`src/rtl/priority_decoder_seq.sv`:
```
// priority_decoder_seq: queues 3-bit codes from a valid/ready port and replays each one as a
// one-hot strobe (HOLD cycles on, GAP cycles off). Define PRIORITY_DECODER_ERR_CNT_EN to add err_cnt.
module priority_decoder_seq #(
    parameter int DEPTH = 4,
    parameter int HOLD  = 2,
    parameter int GAP   = 1
) (
    input  logic                   clk,
    input  logic                   rst,
    input  logic                   in_valid,
    output logic                   in_ready,
    input  logic [3:0]             in_code,
    output logic [7:0]             out,
    output logic                   out_valid,
    output logic                   busy,
    output logic                   err,
    output logic [$clog2(DEPTH):0] fifo_count
`ifdef PRIORITY_DECODER_ERR_CNT_EN
    ,
    output logic [7:0]             err_cnt
`endif
);

    localparam int AW   = $clog2(DEPTH);
    localparam int CNTW = AW + 1;
    localparam logic [CNTW-1:0] FULL_CNT = CNTW'(DEPTH);

    localparam int CMAX = (HOLD > GAP) ? HOLD : GAP;
    localparam int CW   = (CMAX > 1) ? $clog2(CMAX) : 1;
    localparam logic [CW-1:0] HOLD_LOAD = CW'(HOLD - 1);
    localparam logic [CW-1:0] GAP_LOAD  = CW'((GAP > 0) ? GAP - 1 : 0);

    typedef enum logic [1:0] {
        S_IDLE,
        S_HOLD,
        S_GAP
    } state_t;

    logic [2:0]      mem_reg [DEPTH];
    logic [AW-1:0]   wr_ptr_reg;
    logic [AW-1:0]   rd_ptr_reg;
    logic [CNTW-1:0] count_reg;

    logic            accept;
    logic            push;
    logic            pop;
    logic            illegal;
    logic            fifo_empty;
    logic [2:0]      head_code;
    logic [7:0]      head_onehot;

    state_t          state_reg, state_next;
    logic [CW-1:0]   cnt_reg, cnt_next;
    logic [7:0]      out_reg, out_next;
    logic            out_valid_reg, out_valid_next;
    logic            err_reg;

    assign in_ready   = !rst && (count_reg < FULL_CNT);
    assign accept     = in_valid && in_ready;
    assign push       = accept && !in_code[3];
    assign illegal    = accept && in_code[3];
    assign fifo_empty = (count_reg == '0);

    // Combinational head read lets the FSM pop and decode in the same cycle.
    assign head_code = mem_reg[rd_ptr_reg];

    // Lines 2 and 3 are swapped relative to the binary code to mirror the encoder.
    genvar gi;
    generate
        for (gi = 0; gi < 8; gi++) begin : g_decode
            localparam logic [2:0] LINE_CODE = (gi == 2) ? 3'd3 : (gi == 3) ? 3'd2 : 3'(gi);
            assign head_onehot[gi] = (head_code == LINE_CODE);
        end
    endgenerate

    always_ff @(posedge clk) begin
        if (push) begin
            mem_reg[wr_ptr_reg] <= in_code[2:0];
        end
    end

    always_ff @(posedge clk) begin
        if (rst) begin
            wr_ptr_reg <= '0;
            rd_ptr_reg <= '0;
            count_reg  <= '0;
        end else begin
            if (push) begin
                wr_ptr_reg <= wr_ptr_reg + 1'b1;
            end
            if (pop) begin
                rd_ptr_reg <= rd_ptr_reg + 1'b1;
            end
            case ({push, pop})
                2'b10:   count_reg <= count_reg + 1'b1;
                2'b01:   count_reg <= count_reg - 1'b1;
                default: count_reg <= count_reg;
            endcase
        end
    end

    always_ff @(posedge clk) begin
        if (rst) begin
            state_reg     <= S_IDLE;
            cnt_reg       <= '0;
            out_reg       <= '0;
            out_valid_reg <= 1'b0;
            err_reg       <= 1'b0;
        end else begin
            state_reg     <= state_next;
            cnt_reg       <= cnt_next;
            out_reg       <= out_next;
            out_valid_reg <= out_valid_next;
            err_reg       <= illegal;
        end
    end

    always_comb begin
        state_next     = state_reg;
        cnt_next       = cnt_reg;
        out_next       = out_reg;
        out_valid_next = out_valid_reg;
        pop            = 1'b0;
        unique case (state_reg)
            S_IDLE: begin
                if (!fifo_empty) begin
                    pop            = 1'b1;
                    out_next       = head_onehot;
                    out_valid_next = 1'b1;
                    cnt_next       = HOLD_LOAD;
                    state_next     = S_HOLD;
                end
            end
            S_HOLD: begin
                if (cnt_reg != '0) begin
                    cnt_next = cnt_reg - 1'b1;
                end else if (GAP > 0) begin
                    out_next       = '0;
                    out_valid_next = 1'b0;
                    cnt_next       = GAP_LOAD;
                    state_next     = S_GAP;
                end else if (!fifo_empty) begin
                    // No gap configured: chain the next strobe without a zero cycle.
                    pop            = 1'b1;
                    out_next       = head_onehot;
                    out_valid_next = 1'b1;
                    cnt_next       = HOLD_LOAD;
                end else begin
                    out_next       = '0;
                    out_valid_next = 1'b0;
                    state_next     = S_IDLE;
                end
            end
            S_GAP: begin
                if (cnt_reg != '0) begin
                    cnt_next = cnt_reg - 1'b1;
                end else if (!fifo_empty) begin
                    pop            = 1'b1;
                    out_next       = head_onehot;
                    out_valid_next = 1'b1;
                    cnt_next       = HOLD_LOAD;
                    state_next     = S_HOLD;
                end else begin
                    state_next = S_IDLE;
                end
            end
            default: begin
                out_next       = '0;
                out_valid_next = 1'b0;
                state_next     = S_IDLE;
            end
        endcase
    end

    assign out        = out_reg;
    assign out_valid  = out_valid_reg;
    assign err        = err_reg;
    assign fifo_count = count_reg;
    assign busy       = (state_reg != S_IDLE) || !fifo_empty;

`ifdef PRIORITY_DECODER_ERR_CNT_EN
    logic [7:0] err_cnt_reg;

    always_ff @(posedge clk) begin
        if (rst) begin
            err_cnt_reg <= '0;
        end else if (illegal && (err_cnt_reg != 8'hFF)) begin
            err_cnt_reg <= err_cnt_reg + 8'd1;
        end
    end

    assign err_cnt = err_cnt_reg;
`endif

endmodule

```
`config.mk`:
```
export PLATFORM = sky130hd
export DESIGN_NAME = priority_decoder_seq
export DESIGN_NICKNAME = d
export VERILOG_FILES = /design/src/rtl/priority_decoder_seq.sv
export SDC_FILE = /design/constraint.sdc
export NUM_CORES = 1
export LEC_CHECK = 0
export ABC_AREA = 1
export BUFFER_PORTS_ARGS = -buffer_cell sky130_fd_sc_hd__buf_2
export CELL_PAD_IN_SITES_DETAIL_PLACEMENT = 1
export CELL_PAD_IN_SITES_GLOBAL_PLACEMENT = 1
export CORE_MARGIN = 1
export CORE_UTILIZATION = 44
export CTS_BUF_LIST = sky130_fd_sc_hd__clkbuf_4
export CTS_CLUSTER_DIAMETER = 60
export DETAILED_ROUTE_END_ITERATION = 8
export GPL_ROUTABILITY_DRIVEN = 0
export PLACE_DENSITY = 0.84
export SLEW_MARGIN = 20
export SYNTH_ARGS = -nofsm -noshare
export SYNTH_HDL_FRONTEND = slang
export SYNTH_SLANG_ARGS = --single-unit
```
`constraint.sdc`:
```
create_clock -name clk -period 2.6 [get_ports clk]
set_input_delay 0.52 -clock clk [delete_from_list [all_inputs] [get_ports clk]]
set_output_delay 0.52 -clock clk [all_outputs]
set_load 0.02 [all_outputs]
```
Yosys cells after proc, flatten, opt, wreduce, memory -nomap -nowiden
Memories as Yosys holds them, arrays and structs flattened. A register that Yosys moved wholly into a read port is not among the register bits.
Cells that the tools add are included.
- register bits after elaboration: 20
- latch bits: 0
- bits in writable memories: 12
- memory bits (read-only): 0
- input bits: 7
- logic and storage cells: 71
- memories: 1
- $add $sub $neg: 5
- multipliers: 0
- div/mod/pow operators: 0
- $lt $le $gt $ge: 1
- equal/unequal tests: 14
- shift operators: 0
- multiplexer cells: 25
- bitwise operators: 0
- reductions and logical operators: 17
- memories (memory ; depth ; bits a word ; read ports ; clocked after Yosys merged registers in ; write ports ; line ; RTL):
    mem_reg ; 4 ; 3 ; 1 ; 1 ; 1 ; 39 ; logic [2:0] mem_reg [DEPTH];
- operators with widths (operator ; number):
    2-to-1 mux 8 bit ; 3
    case mux 8 bit (3 select lines) ; 1
    equality test 3 bit, second input constant ; 4
    2-to-1 mux 1 bit ; 11
    2-to-1 mux 2 bit ; 5
    equality test 3 x 2 -> 1 bit, second input constant ; 2
    zero test 3 bit ; 2
    inequality test 2 bit, second input constant ; 3
    case mux 1 bit (3 select lines) ; 2
    case mux 2 bit (3 select lines) ; 1
    case mux 3 bit (2 select lines) ; 1
    adder 2 x 1 -> 2 bit, second input constant ; 2
    equality test 2 x 1 -> 1 bit, second input constant ; 2
    equality test 2 bit, second input constant ; 2
    logical AND 1 bit ; 4
    AND reduction 2 bit ; 2
    nonzero test 2 bit ; 2
    adder 3 x 1 -> 3 bit, second input constant ; 1
    equality test 3 x 1 -> 1 bit, second input constant ; 1
    zero test 1 bit ; 3
    less-than comparator 3 bit, second input constant ; 1
    AND reduction 3 bit ; 1
    nonzero test 3 bit ; 1
    subtractor 3 x 1 -> 3 bit, second input constant ; 1
    other kinds (4) ; 4

Longest topological paths before layout
- word-level depth: 6
- gate-level depth with buffers: 11

Least setup slack after synthesis
Ideal clock, no wire load.
- path kind: input-to-reg
- start: in rst
- end: reg count_reg[1], in the netlist fifo_count[1]
- arrival time: 2041 ps
- path slack: 494 ps
- cell stages on the path: 8
- buffers on the path: 0
- cells stage by stage: nor2_1 > nand3_2 > ha_1 > inv_1 > fa_1 > nor2_1 > a21oi_1 > nor2_1
- cells in the longest elaborated chain, start to end: 6
- elaborated cells between the ends (all ways): 8
- those cells by class: 2 x eq/ne; 1 x mux; 5 x reduce/logical
- RTL lines (what ; line ; RTL):
    start, declared ; 9 ; input logic rst,
    zero test 1 bit ; 58 ; assign in_ready = !rst && (count_reg < FULL_CNT);
    logical AND 1 bit ; 58 ;
    logical AND 1 bit ; 59 ; assign accept = in_valid && in_ready;
    logical AND 1 bit ; 60 ; assign push = accept && !in_code[3];
    equality test 2 x 1 -> 1 bit / equality test 2 bit (equally long branches) ; 94 ; case ({push, pop})
    case mux 3 bit (2 select lines) / nonzero test 2 bit (equally long branches) ; n/a ;
    end signal, assigned ; 95 ; 2'b10: count_reg <= count_reg + 1'b1;
    end signal, assigned ; 96 ; 2'b01: count_reg <= count_reg - 1'b1;
    end signal, assigned ; 97 ; default: count_reg <= count_reg;
    end, declared ; 42 ; logic [CNTW-1:0] count_reg;
Parallel ways exist; a longest one is shown, timed or not.
A chain may end at the register's enable or synchronous reset.

Worst setup path after layout
- start: reg count_reg[0], in the netlist fifo_count[0]
- end: reg count_reg[2], in the netlist fifo_count[2]
- cells in the longest elaborated chain, start to end: 6
- elaborated cells between the ends (all ways): 14
- those cells by class: 2 x add/sub; 1 x order compare; 2 x eq/ne; 4 x mux; 5 x reduce/logical
- RTL lines (what ; line ; RTL):
    zero test 3 bit * ; 62 ; assign fifo_empty = (count_reg == '0);
    2-to-1 mux 1 bit * ; 126, 157 ;
    2-to-1 mux 1 bit ; 155 ; if (cnt_reg != '0) begin
    case mux 1 bit (2 select lines) * ; 124 ; unique case (state_reg)
    named net pop ; 46 ; logic pop;
    equality test 2 x 1 -> 1 bit / equality test 2 bit (equally long branches) ; 94 ;
    case mux 3 bit (2 select lines) / nonzero test 2 bit (equally long branches) ; n/a ;
The timed path passes the listed nets; every way through them passes the cells marked *.

==> impl_metrics.tcl <==
set metrics [dict create \
    maxCapViolations 0 \
    ctsResizeCount 0 \
    post-route-util_pct 54.2 \
    fill_cells 396 \
    dp_hpwl_um 2460 \
    drive_above_1_share_pct 20.2 \
    cp-start-kind "flop" \
    ys_types 23 \
    vias 1191 \
    initial_utilization_pct 47.4 \
    grt_max_degree 15 \
    postLayoutCellArea_um2 1690 \
    syn_area_um2 1480 \
    n_antenna_cell 0 \
    largest_reg_flops 12 \
    final_cells 242 \
    clock-root-buffer "clkbuf_4" \
    pwr_density_cell_nw_per_um2 1100 \
    synth_cells 170 \
    clkLatencyLatePin_ps 330 \
    globalRoute.totalOverflow 0 \
    final_nets 211 \
    critPathCaptureType "flop" \
    worst_pin_slew_ps 307 \
    grt_pass1_wl_um 5140 \
    cp.required_ps 2830 \
    wire_per_inst_um 12.8 \
    via_per_inst 4.92 \
    fp.dieArea_um2 3600 \
    grt_usage_pct 20.1 \
    finClkSkew_ps 6.59 \
    fmax_ghz 0.476 \
    dpl.cell_count 235 \
    boundaryPins 22 \
    max_slew_margin_pct 79.4 \
    coreArea_um2 3130 \
    syn_avg_cell_area_um2 8.71 \
    final.min_clock_period_ps 2100 \
    cp_max_fo 6 \
    chipHeight_um 60.0 \
    leakage_nw 0.744 \
    fin_setup_tns_ps 0 \
    cts_tree "built" \
    cts_hold_buf 0 \
    synthesis.nets 183 \
    critPathKind "flop to flop" \
    yosysWarnings 0 \
    post-route-period-util_pct 80.7 \
    antenna_found_initial 0 \
    setup-violations-final 0 \
    first_global_vias 1232 \
    hold_violations 0 \
    status "completed" \
    firstDrtPassIters 3 \
    drt_wl_total_um 3090 \
    cp.arrival_ps 2330 \
    ant_nets 0 \
    placed_area_um2 1650 \
    cts.clk_slew.worst_paths_ps 100 \
    clkSinkCount 34 \
    slew_violations 0 \
    ys_seq_area_share_pct 54.1 \
    cts_setup_buffers 0 \
    cts_buffer_depth 2 \
    rows 20 \
    drc 0 \
    rsz0062_at_grt "no" \
    htreeDepth 2 \
    die_w_um 60.0 \
    drt_iter0_drc 31 \
    hp-class "input port to flop" \
    port_buffers 21 \
    vdd_drop_max_uv 548 \
    area_growth_pct 14.4 \
    synth_seq_cells 34 \
    power_mw 1.86 \
    numCtsBuffers 5 \
]
-- layout by cell type, fill, tap and decap left out --
cell | synthesis | layout
a21oi_1 | 18 | 18
a21oi_2 | 1 | 1
buf_2 | 0 | 21
buf_4 | 0 | 1
clkbuf_4 | 0 | 6
clkinv_1 | 0 | 1
dfxtp_1 | 22 | 22
edfxtp_1 | 12 | 12
fa_1 | 1 | 1
ha_1 | 5 | 5
inv_1 | 17 | 17
inv_2 | 1 | 1
nand2_1 | 49 | 49
nand2_2 | 5 | 5
nand3_1 | 8 | 8
nand3_2 | 1 | 1
nand3_4 | 1 | 1
nand4_1 | 1 | 1
nor2_1 | 14 | 14
nor2_2 | 1 | 1
nor2_4 | 1 | 1
nor3_1 | 1 | 1
o21a_1 | 2 | 2
o21ai_0 | 5 | 5
or2_2 | 1 | 1
xor2_1 | 2 | 2
-- final cells by class --
| type | instances | area [µm²] | area share (%) |
|---|---|---|---|
| Clock buffer | 6 | 45.0 | 2.66 |
| Inverter | 18 | 67.6 | 3.99 |
| Sequential cell | 34 | 801 | 47.3 |
| Timing Repair Buffer | 22 | 113 | 6.65 |
| Clock inverter | 1 | 3.75 | 0.222 |
| Multi-Input combinational cell | 117 | 609 | 36.0 |
| Tap cell | 44 | 55.1 | 3.25 |
-- worst max-delay path: stages, from the launching register on --
cell	delay, ps
dfxtp_1	350
inv_1	110
nand3_1	170
nand3_4	140
inv_1	160
ha_1	160
inv_1	70
fa_1	390
a21oi_1	140
o21ai_0	110
xor2_1	140
nor2_1	50
-- power breakdown --
part | switching, mW | leakage (nW) | total, mW | internal, mW
logic | 0.569 | 0.426 | 0.853 | 0.284
clock network | 0.164 | 0.0292 | 0.272 | 0.108
registers | 0.0849 | 0.288 | 0.735 | 0.650
-- final timing paths --
path                       from            end  slack [ps]  cells after the start
hold / removal       in_code[0]  mem_reg[1][0]         400                      1
setup / recovery  fifo_count[0]  fifo_count[2]         500                     11
setup reg to reg  fifo_count[0]  fifo_count[2]         500                     11
hold reg to reg          out[1]         out[1]         470                      2
-- synth_stat cells --
cell / count / area, µm²
clkbuf_1: 1 / 3.75
nand3_4: 1 / 17.5
nand3_2: 1 / 10.0
o21a_1: 2 / 15.0
nor2_1: 14 / 52.6
nor3_1: 1 / 5.00
edfxtp_1: 12 / 360
or2_2: 1 / 6.26
nand2_2: 5 / 31.3
nor2_4: 1 / 11.3
a21oi_1: 18 / 90.1
fa_1: 1 / 20.0
xor2_1: 2 / 17.5
a21oi_2: 1 / 8.76
nand2_1: 49 / 184
o21ai_0: 5 / 25.0
inv_2: 1 / 3.75
dfxtp_1: 22 / 440
nand4_1: 1 / 6.26
nor2_2: 1 / 6.26
ha_1: 5 / 62.6
nand3_1: 8 / 40.0
inv_1: 17 / 63.8
-- logic make-up after synthesis --
logic type	after synthesis	synth area share (%)
buf+inv	19	4.81
flops	34	54.1
xor+xnor	2	1.18
fa+ha+maj	6	5.57
simple gates	83	25.0
compound gates	26	9.37
-- layer usage --
metal	GRT usage, %	routed length, µm	vias to the layer above
met5	0	0	-
met3	7.14	108	8
met4	7.97	63	0
li1	-	-	605
met2	37.5	1660	24
met1	19.9	1260	554
-- per-stage QoR --
step / hold WS (ps) / setup slack [ps]
floorplan: 454 / 494
global placement: 451 / 555
detailed placement: 456 / 476
CTS: 394 / 466
global route: 387 / 282
finish: 400 / 501
(Power assumes the default switching activity.)
